## src/rtl/skinny_constants_inv.sv

```systemverilog
// Reverse-order round-constant generator for SKINNY-128-384 decryption.
// Each cycle presents RNDS_PER_CLK constants, stepping backwards through the 6-bit LFSR.
module skinny_constants_inv #(
    parameter int          RNDS_PER_CLK = 4,
    parameter int          TOTAL_RNDS   = 40,
    parameter logic [5:0]  RC_LAST      = 6'h1A
) (
    input  logic                      clk,
    input  logic                      rst_n,
    input  logic                      start,
    input  logic                      next,
    output logic [6*RNDS_PER_CLK-1:0] constant,
    output logic                      valid,
    output logic                      last,
    output logic                      done,
    output logic [5:0]                grp
);

    localparam int         NUM_GRPS = TOTAL_RNDS / RNDS_PER_CLK;
    localparam logic [5:0] LAST_GRP = 6'(NUM_GRPS - 1);

    if ((TOTAL_RNDS % RNDS_PER_CLK) != 0) begin : g_illegal_rnds
        $error("skinny_constants_inv: RNDS_PER_CLK must divide TOTAL_RNDS");
    end

    // One step backwards through the round-constant LFSR.
    function automatic logic [5:0] lfsr_inv(input logic [5:0] n);
        return {n[0] ^ n[5] ^ 1'b1, n[5:1]};
    endfunction

    logic [5:0] rc_reg;
    logic [5:0] grp_reg;
    logic       valid_reg;
    logic       done_reg;

    logic [5:0] lane [RNDS_PER_CLK];
    logic       last_int;

    assign lane[0] = rc_reg;

    genvar gi;
    generate
        for (gi = 1; gi < RNDS_PER_CLK; gi++) begin : g_chain
            assign lane[gi] = lfsr_inv(lane[gi-1]);
        end
        for (gi = 0; gi < RNDS_PER_CLK; gi++) begin : g_pack
            assign constant[6*gi +: 6] = valid_reg ? lane[gi] : 6'h00;
        end
    endgenerate

    assign last_int = valid_reg && (grp_reg == LAST_GRP);

    always_ff @(posedge clk or negedge rst_n) begin
        if (!rst_n) begin
            rc_reg    <= RC_LAST;
            grp_reg   <= 6'd0;
            valid_reg <= 1'b0;
            done_reg  <= 1'b0;
        end else begin
            done_reg <= 1'b0;
            if (start) begin
                // Restart takes priority over any simultaneous advance request.
                rc_reg    <= RC_LAST;
                grp_reg   <= 6'd0;
                valid_reg <= 1'b1;
            end else if (valid_reg && next) begin
                if (last_int) begin
                    rc_reg    <= RC_LAST;
                    grp_reg   <= 6'd0;
                    valid_reg <= 1'b0;
                    done_reg  <= 1'b1;
                end else begin
                    rc_reg  <= lfsr_inv(lane[RNDS_PER_CLK-1]);
                    grp_reg <= grp_reg + 6'd1;
                end
            end
        end
    end

    assign valid = valid_reg;
    assign last  = last_int;
    assign done  = done_reg;
    assign grp   = grp_reg;

endmodule

```

## config.mk

```make
export PLATFORM = sky130hd
export DESIGN_NAME = skinny_constants_inv
export DESIGN_NICKNAME = d
export VERILOG_FILES = /design/src/rtl/skinny_constants_inv.sv
export SDC_FILE = /design/constraint.sdc
export NUM_CORES = 1
export LEC_CHECK = 0
export BUFFER_PORTS_ARGS = -buffer_cell sky130_fd_sc_hd__buf_2
export CAP_MARGIN = 30
export CORE_MARGIN = 2
export CORE_UTILIZATION = 40
export CTS_CLUSTER_SIZE = 16
export DETAILED_ROUTE_END_ITERATION = 10
export GPL_TIMING_DRIVEN = 0
export PLACE_DENSITY = 0.71
export SETUP_SLACK_MARGIN = 0.1
export SLEW_MARGIN = 20
export SYNTH_ARGS = -nofsm -noshare
export SYNTH_HDL_FRONTEND = slang
export SYNTH_SLANG_ARGS = --single-unit
```

## constraint.sdc

```tcl
create_clock -name clk -period 2 [get_ports clk]
set_clock_uncertainty 0.05 [all_clocks]
set_input_delay 0.1 -clock clk [delete_from_list [all_inputs] [get_ports clk]]
set_output_delay 0.1 -clock clk [all_outputs]
set_load 0.01 [all_outputs]
```

======== Word level (Yosys, flattened, before mapping) ========
Index checks and enable logic that the tools add are counted.
operators by class
  bitwise logic cells ..................... 8
  $add $sub $neg .......................... 1
  reduce and logical (&&, ||, !) cells .... 5
  eq/ne operators ......................... 1
  muxes and demuxes ....................... 16
operators with widths
  cell                   count
  $mux W6                10
  $add A6 B1 Y6 const B  1
  $eq A6 B4 Y1 const B   1
  $mux W1                6
  $not A1 Y1             4
  $reduce_bool A2 Y1     2
  $xor A1 B1 Y1          4
  $logic_and A1 B1 Y1    2
  $reduce_and A2 Y1      1
storage, ports and cells
  register bits after elaboration ......... 14
  output and inout bits ................... 33
  logic and storage cells ................. 35

======== Longest topological paths before layout ========
Gate-level depths: netlist of the first run.
  depth in word-level cells ............... 11
  depth in mapped cells ................... 7
  mapped depth without buffers ............ 7

======== Worst setup path after synthesis of the first run ========
OpenSTA, ideal clock, no wires.
  path kind ............................... reg2reg
  start ................................... reg grp_reg[1], in the netlist grp[1]
  end ..................................... reg rc_reg[5]
  clock period less this slack ............ 1.772 ns
  data arrival time ....................... 1.596 ns
  path slack .............................. 0.228 ns
  buffers on the path ..................... 0
  library setup time ...................... 0.126 ns
  stages on the path, launching flop included .. 8
  cells stage by stage .................... dfrtp_1 > inv_1 > ha_1 > nand4b_1 > or3_1 > inv_2 > nor3_1 > a311o_1
on the way
  longest elaborated chain between the ends .. 5
RTL lines
  item                      RTL line  text
  start: declaration        32        logic [5:0] grp_reg;
  start signal: assignment  74        grp_reg <= grp_reg + 6'd1;
  $eq A6 B4 Y1              51        assign last_int = valid_reg && (grp_reg == LAST_GRP);
  $logic_and A1 B1 Y1       51
  named net last            14        output logic last,
  $mux W6                   67        if (last_int) begin
  $mux W6                   66        end else if (valid_reg && next) begin
  $mux W6                   61        if (start) begin
  end signal: assignment    73        rc_reg <= lfsr_inv(lane[RNDS_PER_CLK-1]);
  end: declaration          31        logic [5:0] rc_reg;
The timed path passes the listed nets, and every way through them passes these cells. The select of a mux whose other input is x is not followed.
A chain may end at the register's enable or synchronous reset.

======== Worst setup path in the final report of the first run ========
  start ................................... reg rc_reg[5]
  end ..................................... out constant[23]
on the way
  longest elaborated chain between the ends .. 7
RTL lines
  item                         RTL line  text
  $xor A1 B1 Y1                28        return {n[0] ^ n[5] ^ 1'b1, n[5:1]};
  $not A1 Y1 (no source line)  n/a
  $xor A1 B1 Y1                28
  $not A1 Y1 (no source line)  n/a
  $xor A1 B1 Y1                28
  $not A1 Y1 (no source line)  n/a
  $mux W6                      47        assign constant[6*gi +: 6] = valid_reg ? lane[gi] : 6'h00;
  end: declaration             12        output logic [6*RNDS_PER_CLK-1:0] constant,
No other way between the ends.

==> impl.org, run 1 <==
** Critical path
- Crit Path Category :: register to output port
- Kind of start point of the critical path :: register
- Nature of the critical path endpoint :: output port
- The slowest stage of the critical path belongs to the cell sky130_fd_sc_hd__xor3_2.
- Cells traversed along the worst timing path :: xor3_2, xor2_4, and2b_2, buf_2
- For the worst setup path, the data arrival time is 1.75 ns.
- Longest individual stage delay on the worst path :: 0.48 ns
- Crit-path leading delay family :: XOR/XNOR gates
- Data on the critical path is required at its endpoint by 1.85 ns.
- Reg2reg setup slack :: 0.25 ns
- Critical path fanouts, max :: 5
- The number of buffers and inverters on the critical path is 1.

** Route
- Remaining antenna violation count after routing :: 0
- Avg Vias per Cell :: 4.814
- Post-detailed-routing wire length :: 2.014 mm
- Detailed routing inserted a total of 804 vias.
- Number of DRC markers in iteration 0 :: 9
- Router iterations before antenna repair :: 4
- In the final routed layout, each cell accounts on average for 12.06 microns.
- After detailed routing, the number of remaining DRC violations is 0.

** Power
- Power after layout :: 1.087 mW
- Worst vdd rail ir drop :: 0.4447 mV
- The share of total power dissipated in combinational logic is 52.1%.
- For this design the total switching power over the nets is 0.3758 mW.
- Pwr Density :: 911.1 mW/mm^2
- Static leakage power :: 0.5830 nW
- Internal power comes to 0.7117 mW.
- The clock network accounts for 15.7% of the total power.
- Switching share of total power :: 34.55%
- Registers are responsible for 32.2% of the overall power.

** Synth
- Post-synth top cells :: 15 x sky130_fd_sc_hd__buf_4, 11 x sky130_fd_sc_hd__dfrtp_1, 9 x sky130_fd_sc_hd__nand2_1
- Number of distinct standard cells referenced by the synthesized netlist :: 35
- Synthesis produced a netlist with a net count of 102.
- Counting every instance in the synthesized netlist gives 96.
- Yosys top cell area share :: 30.51%
- After synthesis, the mean cell area works out to 9.397 sq um.
- Dominant cell by count in the synthesized netlist :: sky130_fd_sc_hd__buf_4
- Flop and latch count out of synthesis :: 14
- Cell taking the most area after synthesis :: sky130_fd_sc_hd__dfrtp_1
- Fraction of registers with async set or reset after synthesis :: 100.0%
- Synth top area cells :: sky130_fd_sc_hd__dfrtp_1 31%, sky130_fd_sc_hd__buf_4 12%, sky130_fd_sc_hd__dfstp_2 8.7%
- Area of the mapped netlist :: 902.1 sq um
- Main synth FF type :: sky130_fd_sc_hd__dfrtp_1
- For this run, the register share of the synthesized area comes to 39.25%.
- Total of warnings raised by yosys :: 0
- EDFF count, synth :: 0

** Timing
- Setup violations remaining at the end of the flow were counted as 0.
- The hold violation total from the final report was 0.
- At the pin with the least slew margin, the transition time is 0.4409 ns.
- Post-route clock period utilization :: 95.16%
- In this run the tightest slew margin relative to its limit is 70.61%.
- Count of pins over their slew limit :: 0
- Max Clk Rate :: 0.5255 GHz
- PnR worst setup slack :: 0.09689 ns
- Setup repair after global routing missed its margin :: true
- Tmin final :: 1.903 ns

** Floorplan
- For this configuration, the core starts out at a cell density of 41.58%.
- The core region is 0.002170 sq mm.
- From bottom edge to top edge, the die measures 51.49 microns.
- Area of the die :: 0.002651 sq mm
- During I/O placement, the number of pins put on the boundary was 37.
- Horizontal die dimension :: 51.49 microns
- After floorplanning, the core was divided into 17 placement rows.

** Global route
- Sum of overflow across all layers after global routing :: 0
- Global routing used 17.24% of the available tracks.
- First-pass GRT wire length :: 3.381 mm
- The number of antenna violations at the first check in global routing was 0.
- Entering global routing, the biggest net connects 15 pins.
- The via count of the first global-routing pass came to 750.

** CTS
- Clock tree synthesis found a total of 14 sinks.
- Clock latency at the later pin of the worst-skew pair :: 0.28 ns
- TritonCTS built the clock tree.
- CTS H-tree depth :: 1
- Total clock buffers created by CTS :: 3
- Clock-pin slew was measured on the worst setup and hold paths at 0.09 ns.
- Buffer type at the clock tree root :: sky130_fd_sc_hd__clkbuf_4
- Number of buffers between clock root and the deepest sink :: 2

** Run
- Number of violations of the max-capacitance limit :: 0

** Layout
- Net count reported at finish :: 146
- Measured on the finished design, the core utilization comes to 55.02%.
- The post-route netlist has 50.36% of its cells at a drive strength greater than 1.
- Once layout is complete, the cells apart from fillers number 167.
- 0 antenna diodes ended up in the layout.
- Compared with the post-synthesis result, the final layout area differs by 32.32%.

** Placement
- Including well taps, the total number of placed cells is 159.
- The congestion estimate from routability-driven global placement came to 0.7398.
- Post-Place Worst Slack :: 0.1351 ns
- Port buffer count :: 35
- After legalization and detailed placement, the total HPWL measured 1.454 mm.

** Outcome
- The run finished with clean final reports.

** Worst hold path
- Worst hold path type :: primary input to register
-- stage by stage --
step	hold slack (ns)	area, sq um	TNS, ns
2_1_floorplan	-0.2456	902.1	0
3_3_place_gp	-0.04264	1112	0
3_5_place_dp	-0.03252	1112	0
4_1_cts	0.005451	1156	0
5_1_grt	0.01534	1194	-0.0004651
6_report	0.01957	1194	0
-- cells by family (layout without fill, tap and decap cells) --
| family | count (synthesis) | after routing | synth area share (%) |
|---|---|---|---|
| AND/OR/NAND/NOR | 40 | 40 | 24.13 |
| flip-flops | 14 | 14 | 39.25 |
| adder cells (fa/ha/maj) | 2 | 2 | 2.773 |
| XOR/XNOR | 5 | 5 | 7.490 |
| AO/OA/AOI/OAI | 14 | 14 | 10.40 |
| buffers and inverters | 21 | 64 | 15.95 |
-- worst reg2reg max path, cell delays in order (launching register included) --
cell                       delay [ns]
sky130_fd_sc_hd__dfrtp_2         0.44
sky130_fd_sc_hd__inv_1           0.06
sky130_fd_sc_hd__ha_1            0.14
sky130_fd_sc_hd__nand4b_1        0.08
sky130_fd_sc_hd__or3_4           0.39
sky130_fd_sc_hd__inv_6           0.11
sky130_fd_sc_hd__nor3_1          0.06
sky130_fd_sc_hd__a311o_1         0.31
-- power groups by stage --
stage | Clock, mW | Combinational (mW) | Sequential, mW
2_1_floorplan | 0 | 0.367 | 0.347
3_3_place_gp | 0 | 0.521 | 0.353
3_5_place_dp | 0 | 0.531 | 0.355
4_1_cts | 0.177 | 0.533 | 0.349
5_1_grt | 0.197 | 0.618 | 0.356
6_report | 0.171 | 0.566 | 0.350
-- timing repair --
action                                 4_1_cts  5_1_grt
hold buffers                                 1        0
cloned                                       0        0
endpoints found under the hold margin       14        0
gates resized for setup                      2        3
setup endpoints to repair                    2        3
buffers inserted                             0        3
-- layout by cell type (no fill, tap or decap), types with 2 or more instances in the layout --
cell                       count
sky130_fd_sc_hd__ha_1          2
sky130_fd_sc_hd__nor3_1        4
sky130_fd_sc_hd__dfrtp_1      10
sky130_fd_sc_hd__buf_2        35
sky130_fd_sc_hd__and2_2        2
sky130_fd_sc_hd__or3_1         4
sky130_fd_sc_hd__a21oi_1       5
sky130_fd_sc_hd__clkbuf_1      3
sky130_fd_sc_hd__nor2_1        5
sky130_fd_sc_hd__clkbuf_4      3
sky130_fd_sc_hd__nand3_1       2
sky130_fd_sc_hd__and2_1        7
sky130_fd_sc_hd__dfstp_2       3
sky130_fd_sc_hd__xor2_1        2
sky130_fd_sc_hd__o21bai_1      2
sky130_fd_sc_hd__nand2_1       9
sky130_fd_sc_hd__buf_4        18
-- layer usage --
layer  share of wire (%)  track usage, %  wire length (microns)  vias up
met5                   0               0                      0        -
met4                   0           7.456                      0        0
met3                 9.0           3.736                    182        0
met2                  49           27.99                    981       38
met1                  42           22.12                    849      369
li1                    -               -                      -      397
-- area by class of cell --
| cell class | count | area (sq um) |
|---|---|---|
| Clock buffer | 4 | 26.28 |
| Buffer | 19 | 136.4 |
| Tap cell | 28 | 35.03 |
| Multi-Input combinational cell | 61 | 420.4 |
| Timing Repair Buffer | 39 | 207.7 |
| Inverter | 2 | 12.51 |
| Sequential cell | 14 | 355.3 |
| Fill cell | 210 | 975.9 |
-- worst paths after layout --
kind                       depth (start not counted)                   from                    end
setup reg to reg                                   7     grp[1]$_DFFE_PN0P_  rc_reg[5]$_DFFE_PN0P_
hold / removal                                     2                   next     grp[3]$_DFFE_PN0P_
setup / recovery                                   4  rc_reg[5]$_DFFE_PN0P_           constant[23]
max in group asynchronous                          2                  rst_n  rc_reg[3]$_DFFE_PN1P_
hold reg to reg                                    2  rc_reg[4]$_DFFE_PN1P_  rc_reg[0]$_DFFE_PN0P_
min in group asynchronous                          2                  rst_n     grp[2]$_DFFE_PN0P_
Note: power is estimated with default switching activity, not from simulation.
==> run 2: changes to the inputs <==
--- a/config.mk
+++ b/config.mk
@@ -12,9 +12,11 @@
 export CTS_CLUSTER_SIZE = 16
 export DETAILED_ROUTE_END_ITERATION = 10
 export GPL_TIMING_DRIVEN = 0
+export HOLD_SLACK_MARGIN = 0.12
 export PLACE_DENSITY = 0.71
 export SETUP_SLACK_MARGIN = 0.1
 export SLEW_MARGIN = 20
 export SYNTH_ARGS = -nofsm -noshare
 export SYNTH_HDL_FRONTEND = slang
 export SYNTH_SLANG_ARGS = --single-unit
+export TNS_END_PERCENT = 100
==> run 2 against run 1 <==
Clock-buffer cell count unchanged. Power up 0.17%. Sequential share of layout area down 0.49 points. Fmax up 0.18%. Register-to-register slack about the same. Final cell count up 1.2%. Non-clock buffer count up 2. Sequential cell count unchanged. Core utilization up 0.92 points. Setup slack better by 0.0034 ns. Critical path type unchanged. Critical endpoint unchanged. Largest cell class unchanged. Largest power group unchanged.
==> impl.org, run 2 (synthesized netlist as in run 1, its figures left out) <==
** Outcome
- Outcome: finished clean (unchanged).

** Critical path
- The beginning of the worst register-to-register path is grp[1]$_DFFE_PN0P_ (unchanged).
- Kind of start point of the critical path :: register (unchanged)
- Critical path fanouts, max :: 5 (unchanged)
- The worst reg-to-reg setup slack came to 0.25 ns (about the same).
- The number of cells traversed by the worst register-to-register path is 7 (unchanged).
- The kind of end point of the critical path is an output port (unchanged).
- R2r endpoint :: rc_reg[5]$_DFFE_PN0P_ (unchanged)
- The critical setup path kind is register to output port (unchanged).
- The critical path data required time is 1.85 ns (about the same).
- The data arrival time of the critical path is 1.75 ns (about the same).

** Route
- Vias after detailed routing :: 815 (was 804)
- The total detailed-routing wirelength is 2.013 mm (was 2.014 mm).
- Average wire per cell in the routed design :: 11.91 microns (was 12.06 microns)
- The ratio of routed vias to standard cells came to 4.822 (was 4.814).
- Number of DRC markers in iteration 0 :: 9 (unchanged)
- The antenna violation net count after detailed routing is 0 (unchanged).
- DRC :: 0 (unchanged)
- The number of iterations in the first detailed-routing pass is 4 (unchanged).

** Layout
- Fraction of final layout cells with drive strength greater than 1 :: 49.65% (was 50.36%)
- P&R area growth vs syn :: 34.53% (was 32.32%)
- The core utilization of the finished layout came to 55.94% (was 55.02%).
- Number of diodes :: 0 (unchanged)
- Layout fillers :: 208 (was 210)
- Most common library cell in the layout ignoring fill and taps :: sky130_fd_sc_hd__buf_2 (unchanged)
- Net count reported at finish :: 148 (was 146)
- Top library cells by usage in the layout, fill and taps aside :: 35 x sky130_fd_sc_hd__buf_2, 18 x sky130_fd_sc_hd__buf_4, 10 x sky130_fd_sc_hd__dfrtp_1, 9 x sky130_fd_sc_hd__nand2_1, 7 x sky130_fd_sc_hd__and2_1 (unchanged)
- Final cell area excluding filler cells :: 0.001214 sq mm (was 0.001194 sq mm)

** CTS
- The number of sinks on the clock net came to 14 (unchanged).
- The TritonCTS clock tree is yes (unchanged).
- The buffer type at the clock tree root is sky130_fd_sc_hd__clkbuf_4 (unchanged).
- CTS H-tree depth :: 1 (unchanged)
- The number of buffers between clock root and the deepest sink is 2 (unchanged).
- Clock latency at the later pin of the worst-skew pair :: 0.28 ns (about the same)
- The clock-pin slew reported for the worst setup and hold paths after clock tree synthesis came to 0.09 ns (about the same).
- The TritonCTS buffer count came to 3 (unchanged).

** Power
- The post-layout total power is 1.089 mW (was 1.087 mW).
- Static leakage power :: 0.5913 nW (was 0.5830 nW)
- Internal power consumption :: 0.7142 mW (was 0.7117 mW)
- Pwr Density :: 897.6 mW/mm^2 (was 911.1 mW/mm^2)
- Clock power frac :: 15.6% (was 15.7%)
- The switching power summed over all nets was 0.3751 mW (was 0.3758 mW).
- Switching share of total power :: 34.44% (was 34.55%)
- The worst IR drop on VDD is 0.4467 mV (was 0.4447 mV).
- The relative contribution of sequential cells to total power was 32.1% (was 32.2%).
- Power share of the combinational group :: 52.3% (was 52.1%)

** Floorplan
- The starting utilization of the core area is 41.58% (unchanged).
- Horizontal die dimension :: 51.49 microns (unchanged)
- The floorplan die area is 0.002651 sq mm (unchanged).
- The number of top-level design ports is 37 (unchanged).
- Num rows :: 17 (unchanged)
- The die height was 51.49 microns (unchanged).
- Core area :: 0.002170 sq mm (unchanged)

** Timing
- Count of pins over their slew limit :: 0 (unchanged)
- Slew Limit Headroom :: 70.69% (was 70.61%)
- The period utilization was 94.98% (was 95.16%).
- Setup Viol. Count Final :: 0 (unchanged)
- PnR worst setup slack :: 0.1003 ns (was 0.09689 ns)
- The worst-margin pin slew was 0.4397 ns (was 0.4409 ns).
- The hold violation total from the final report is 0 (unchanged).
- Setup repair after global routing missed its margin: true (unchanged).
- Max Clk Rate :: 0.5264 GHz (was 0.5255 GHz)
- The minimum period implied by the final worst setup slack was 1.900 ns (was 1.903 ns).
- Fin Hold WS :: 0.1855 ns (was 0.01957 ns)

** Global route
- The wire length of the first global-routing pass was 3.436 mm (was 3.381 mm).
- The maximum number of pins on one net before global-route repair is 15 (unchanged).
- The total congestion overflow came to 0 (unchanged).
- The number of antenna violations at the first check in global routing came to 0 (unchanged).
- Number of global-route vias before repair :: 774 (was 750)
- Global-route usage over all layers :: 17.49% (was 17.24%)

** Placement
- The count of buffers inserted at the top-level ports was 35 (unchanged).
- Hpwl dp :: 1.454 mm (unchanged)
- Gp weighted congestion :: 0.7398 (unchanged)
- Post-detailed-placement cell area :: 0.001112 sq mm (unchanged)
- Post-Place Worst Slack :: 0.1351 ns (unchanged)

** Worst hold path
- Worst hold path type :: primary input to async pin (was primary input to register)

** Run
- The number of violations of the max-capacitance limit is 0 (unchanged).
## run 2: cell types whose count changed in the layout (fill, tap and decap cells not counted)
cell,change
sky130_fd_sc_hd__dlygate4sd3_1,+2
## run 2: routing by layer
metal / wire length [microns] / vias to the layer above / global-route usage [%]
li1: - / 404 / -
met1: 857 / 373 / 22.12
met2: 979 / 38 / 28.85
met3: 176 / 0 / 3.736
met4: 0 / 0 / 7.456
met5: 0 / - / 0
## run 2: final cells by class
cell class                 count  area, sq um  area share (%)
clock buffer                   4        26.28           2.165
buffer                        19        136.4           11.24
inverter                       2        12.51           1.031
tap                           28        35.03           2.887
sequential                    14        355.3           29.28
timing repair buffer          41        227.7           18.76
multi-input combinational     61        420.4           34.64
## run 2: worst max-delay path: stages (launching register included)
cell and delay, ns:
sky130_fd_sc_hd__dfrtp_1 0.45, sky130_fd_sc_hd__xor3_2 0.47, sky130_fd_sc_hd__xor2_4 0.18, sky130_fd_sc_hd__and2b_2 0.23
sky130_fd_sc_hd__buf_2 0.13
## run 2: worst max-delay path by stage
stage / start / to / slack (ns) / depth (start not counted)
floorplan: grp[1]$_DFFE_PN0P_ / rc_reg[5]$_DFFE_PN0P_ / 0.23 / 7
detailed placement: grp[1]$_DFFE_PN0P_ / rc_reg[5]$_DFFE_PN0P_ / 0.14 / 7
global placement: grp[1]$_DFFE_PN0P_ / rc_reg[5]$_DFFE_PN0P_ / 0.16 / 7
global route: rc_reg[5]$_DFFE_PN0P_ / constant[23] / -0.0005 / 4
CTS: rc_reg[0]$_DFFE_PN0P_ / constant[23] / 0.05 / 4
finish: rc_reg[5]$_DFFE_PN0P_ / constant[23] / 0.10 / 4
## run 2: stage by stage
stage	instances	setup TNS, ns
floorplan	96	0
global placement	159	0
detailed placement	159	0
CTS	166	0
global route	169	-0.0004651
finish	169	0
## run 2: repair_timing
action | CTS | global route
buffers inserted | 0 | 3
setup endpoints to repair | 2 | 3
hold buffers | 3 | 0
pin swaps | 0 | 0
endpoints found under the hold margin | 19 | 0
resized for setup | 2 | 3
cloned | 0 | 0
## run 2: power groups by stage
stage               sequential (mW)  clock [mW]  combinational [mW]
floorplan                     0.347           0               0.367
global placement              0.353           0               0.521
detailed placement            0.355           0               0.531
CTS                           0.349       0.177               0.536
global route                  0.356       0.197               0.622
finish                        0.350       0.170               0.569
==> run 3: changes to the inputs <==
--- a/config.mk
+++ b/config.mk
@@ -14,6 +14,7 @@
 export GPL_TIMING_DRIVEN = 0
 export HOLD_SLACK_MARGIN = 0.12
 export PLACE_DENSITY = 0.71
+export REMOVE_ABC_BUFFERS = 1
 export SETUP_SLACK_MARGIN = 0.1
 export SLEW_MARGIN = 20
 export SYNTH_ARGS = -nofsm -noshare
==> run 3 against run 2 <==
Hold slack better by 0.0057 ns. Largest cell class unchanged. Sequential power barely moved. Final cell count shrank 10%. Via count down 5.3%. Non-clock buffer count fell by 17. Critical endpoint unchanged. First-iteration DRC count shrank 56%. Routed wire length down 6.2%. Critical path depth stayed put. Clock-buffer cell count stayed put.
==> impl.org, run 3 (synthesized netlist as in run 1, its figures left out) <==
** Critical path
- The kind of end point of the critical path is an output port (unchanged).
- The kind of start point of the critical path was a register (unchanged).
- The critical-path cell with the highest stage delay is sky130_fd_sc_hd__xor3_2 (unchanged).
- The highest cell delay on the worst timing path was 0.50 ns (was 0.47 ns).
- Req. time, crit path :: 1.85 ns (about the same)
- Reg2reg setup slack :: 0.27 ns (was 0.25 ns)
- Sum of buffers and inverters on the critical path :: 1 (unchanged)
- Critical register-to-register path startpoint :: grp[1]$_DFFE_PN0P_ (unchanged)
- Worst r2r path cells :: 7 (unchanged)
- The maximum net fanout on the critical path was 4 (was 5).
- The cell family with the largest share of critical-path delay is XOR/XNOR gates (unchanged).
- Arrival time at the worst endpoint :: 1.71 ns (was 1.75 ns)
- The endpoint of the worst-slack reg-to-reg timing path was rc_reg[5]$_DFFE_PN0P_ (unchanged).
- Cells traversed along the worst timing path: xor3_2, xor2_2, and2b_2, buf_2 (was xor3_2, xor2_4, and2b_2, buf_2).
- The critical setup path kind is register to output port (unchanged).

** Global route
- GR met3 Demand/Resource :: 2.586% (was 3.736%)
- Global-route usage over all layers :: 15.79% (was 17.49%)
- Met1 track utilization from global routing :: 20.37% (was 22.12%)
- Busiest grt layer :: met2 (unchanged)
- The number of antenna violations at the first check in global routing was 0 (unchanged).
- The maximum number of pins on one net before global-route repair is 15 (unchanged).
- First-pass GRT wire length :: 3.160 mm (was 3.436 mm)
- The via count of the first global-routing pass came to 676 (was 774).
- The met2 global-route usage was 26.28% (was 28.85%).
- Sum of overflow across all layers after global routing :: 0 (unchanged)

** Floorplan
- The starting utilization of the core area came to 41.58% (unchanged).
- Overall die height :: 51.49 microns (unchanged)
- The floorplan die area was 0.002651 sq mm (unchanged).
- Io pins :: 37 (unchanged)
- Horizontal die dimension :: 51.49 microns (unchanged)
- Core area :: 0.002170 sq mm (unchanged)
- Num rows :: 17 (unchanged)

** CTS
- Clock latency at the later pin of the worst-skew pair :: 0.28 ns (about the same)
- Buffer type at the clock tree root :: sky130_fd_sc_hd__clkbuf_4 (unchanged)
- The TritonCTS buffer count came to 3 (unchanged).
- Number of buffers between clock root and the deepest sink :: 2 (unchanged)
- Clock transition time at the flip-flop clock pins of the worst setup and hold paths :: 0.09 ns (about the same)
- The H-tree depth reported by CTS is 1 (unchanged).
- The TritonCTS clock tree was yes (unchanged).
- The number of sinks on the clock net is 14 (unchanged).

** Timing
- Worst slew pin tran :: 0.3194 ns (was 0.4397 ns)
- PnR worst setup slack :: 0.1391 ns (was 0.1003 ns)
- The hold violation total from the final report was 0 (unchanged).
- The minimum period implied by the final worst setup slack came to 1.861 ns (was 1.900 ns).
- Post-route clock period utilization :: 93.04% (was 94.98%)
- Setup Viol. Count Final :: 0 (unchanged)
- Total negative slack :: 0 ns (unchanged)
- Setup repair after global routing missed its margin :: true (unchanged)
- Max Clk Rate :: 0.5374 GHz (was 0.5264 GHz)
- The max-slew violation count came to 0 (unchanged).
- The headroom to the max-slew limit came to 78.70% (was 70.69%).

** Run
- Number of violations of the max-capacitance limit :: 0 (unchanged)

** Route
- The number of iterations in the first detailed-routing pass is 4 (unchanged).
- The antenna violation net count after detailed routing was 0 (unchanged).
- Post-detailed-routing wire length :: 1.889 mm (was 2.013 mm)
- Number of DRC markers in iteration 0 :: 4 (was 9)
- The total via count in the routed design came to 772 (was 815).
- The average routed wire per standard cell was 12.43 microns (was 11.91 microns).
- The ratio of routed vias to standard cells is 5.079 (was 4.822).
- DRC :: 0 (unchanged)

** Placement
- The total half-perimeter wirelength after legalization and detailed placement is 1.287 mm (was 1.454 mm).
- The weighted congestion at the end of routability-driven global placement is 0.7527 (was 0.7398).
- Port buffer count :: 36 (was 35)
- The placement-stage worst setup slack came to -0.01215 ns (was 0.1351 ns).

** Power
- Static leakage power :: 0.5203 nW (was 0.5913 nW)
- The power density relative to cell area was 904.3 mW/mm^2 (was 897.6 mW/mm^2).
- The post-layout total power came to 0.9935 mW (was 1.089 mW).
- Worst vdd rail ir drop :: 0.4358 mV (was 0.4467 mV)

** Worst hold path
- The class of the most critical hold timing path is primary input to async pin (unchanged).

** Layout
- The total inserted antenna cells came to 0 (unchanged).
- The commonest non-fill, non-tap cell in the layout is sky130_fd_sc_hd__buf_2 (unchanged).
- Net count reported at finish :: 131 (was 148)
- Top library cells by usage in the layout, fill and taps aside :: 36 x sky130_fd_sc_hd__buf_2, 9 x sky130_fd_sc_hd__nand2_1, 8 x sky130_fd_sc_hd__dfrtp_1, 6 x sky130_fd_sc_hd__and2_1 (was 35 x sky130_fd_sc_hd__buf_2, 18 x sky130_fd_sc_hd__buf_4, 10 x sky130_fd_sc_hd__dfrtp_1, 9 x sky130_fd_sc_hd__nand2_1, 7 x sky130_fd_sc_hd__and2_1)
- The area added between synthesis and finish came to 21.77% (was 34.53%).
- The core utilization of the finished layout is 50.63% (was 55.94%).
- Fraction of final layout cells with drive strength greater than 1 :: 45.97% (was 49.65%)

** Outcome
- Outcome: finished clean (unchanged).
run 3: cell types whose count changed in the layout (fill, tap and decap cells not counted), sizes merged:
cell,change
buf,-16
clkbuf,-3
dlygate4sd3,+2
run 3: report_power, final:
group	leakage (nW)	switching [mW]	total, mW	internal, mW
logic	0.326	0.219	0.441	0.221
registers	0.173	0.0313	0.350	0.318
clock network	0.0210	0.0926	0.203	0.111
total	0.520	0.343	0.993	0.650
run 3: final cells by class:
cell class	instances	area, sq um
flip-flops and latches	14	357.8
inverters	2	12.51
well taps	28	35.03
multi-input cells	61	411.6
clock buffers	4	36.28
repair buffers	43	245.2
fillers	210	1071
run 3: worst max-delay path by stage:
stage / startpoint / end / slack, ns / cells past startpoint
after detailed placement: valid$_DFFE_PN0P_ / grp[5]$_DFFE_PN0P_ / -0.01 / 4
after CTS: valid$_DFFE_PN0P_ / grp[5]$_DFFE_PN0P_ / 0.07 / 4
after global routing: rc_reg[0]$_DFFE_PN0P_ / constant[23] / 0.06 / 4
after floorplan: grp[1]$_DFFE_PN0P_ / rc_reg[5]$_DFFE_PN0P_ / 0.22 / 7
final: rc_reg[0]$_DFFE_PN0P_ / constant[23] / 0.14 / 4
after global placement: valid$_DFFE_PN0P_ / grp[5]$_DFFE_PN0P_ / 0.05 / 4
run 3: through the flow:
stage / std cells / instance area [sq um] / hold slack [ns]
6_report: 152 / 1099 / 0.1912
5_1_grt: 152 / 1099 / 0.1949
4_1_cts: 151 / 1084 / 0.1920
3_5_place_dp: 141 / 980.9 / -0.03633
3_3_place_gp: 141 / 980.9 / -0.04022
2_1_floorplan: 77 / 765.7 / -0.2456
run 3: layer usage:
metal  vias up  part of all wire (%)
met1       370                    46
met4         0                  0.64
met3         2                   7.1
met5         -                     0
met2        31                    46
li1        369                     -
run 3: timing repair:
| item | 4_1_cts | 5_1_grt |
|---|---|---|
| hold buffers | 5 | 0 |
| setup buffers | 1 | 1 |
| resized for setup | 3 | 5 |
| endpoints found under the setup margin | 3 | 4 |
| hold endpoints to repair | 19 | 0 |
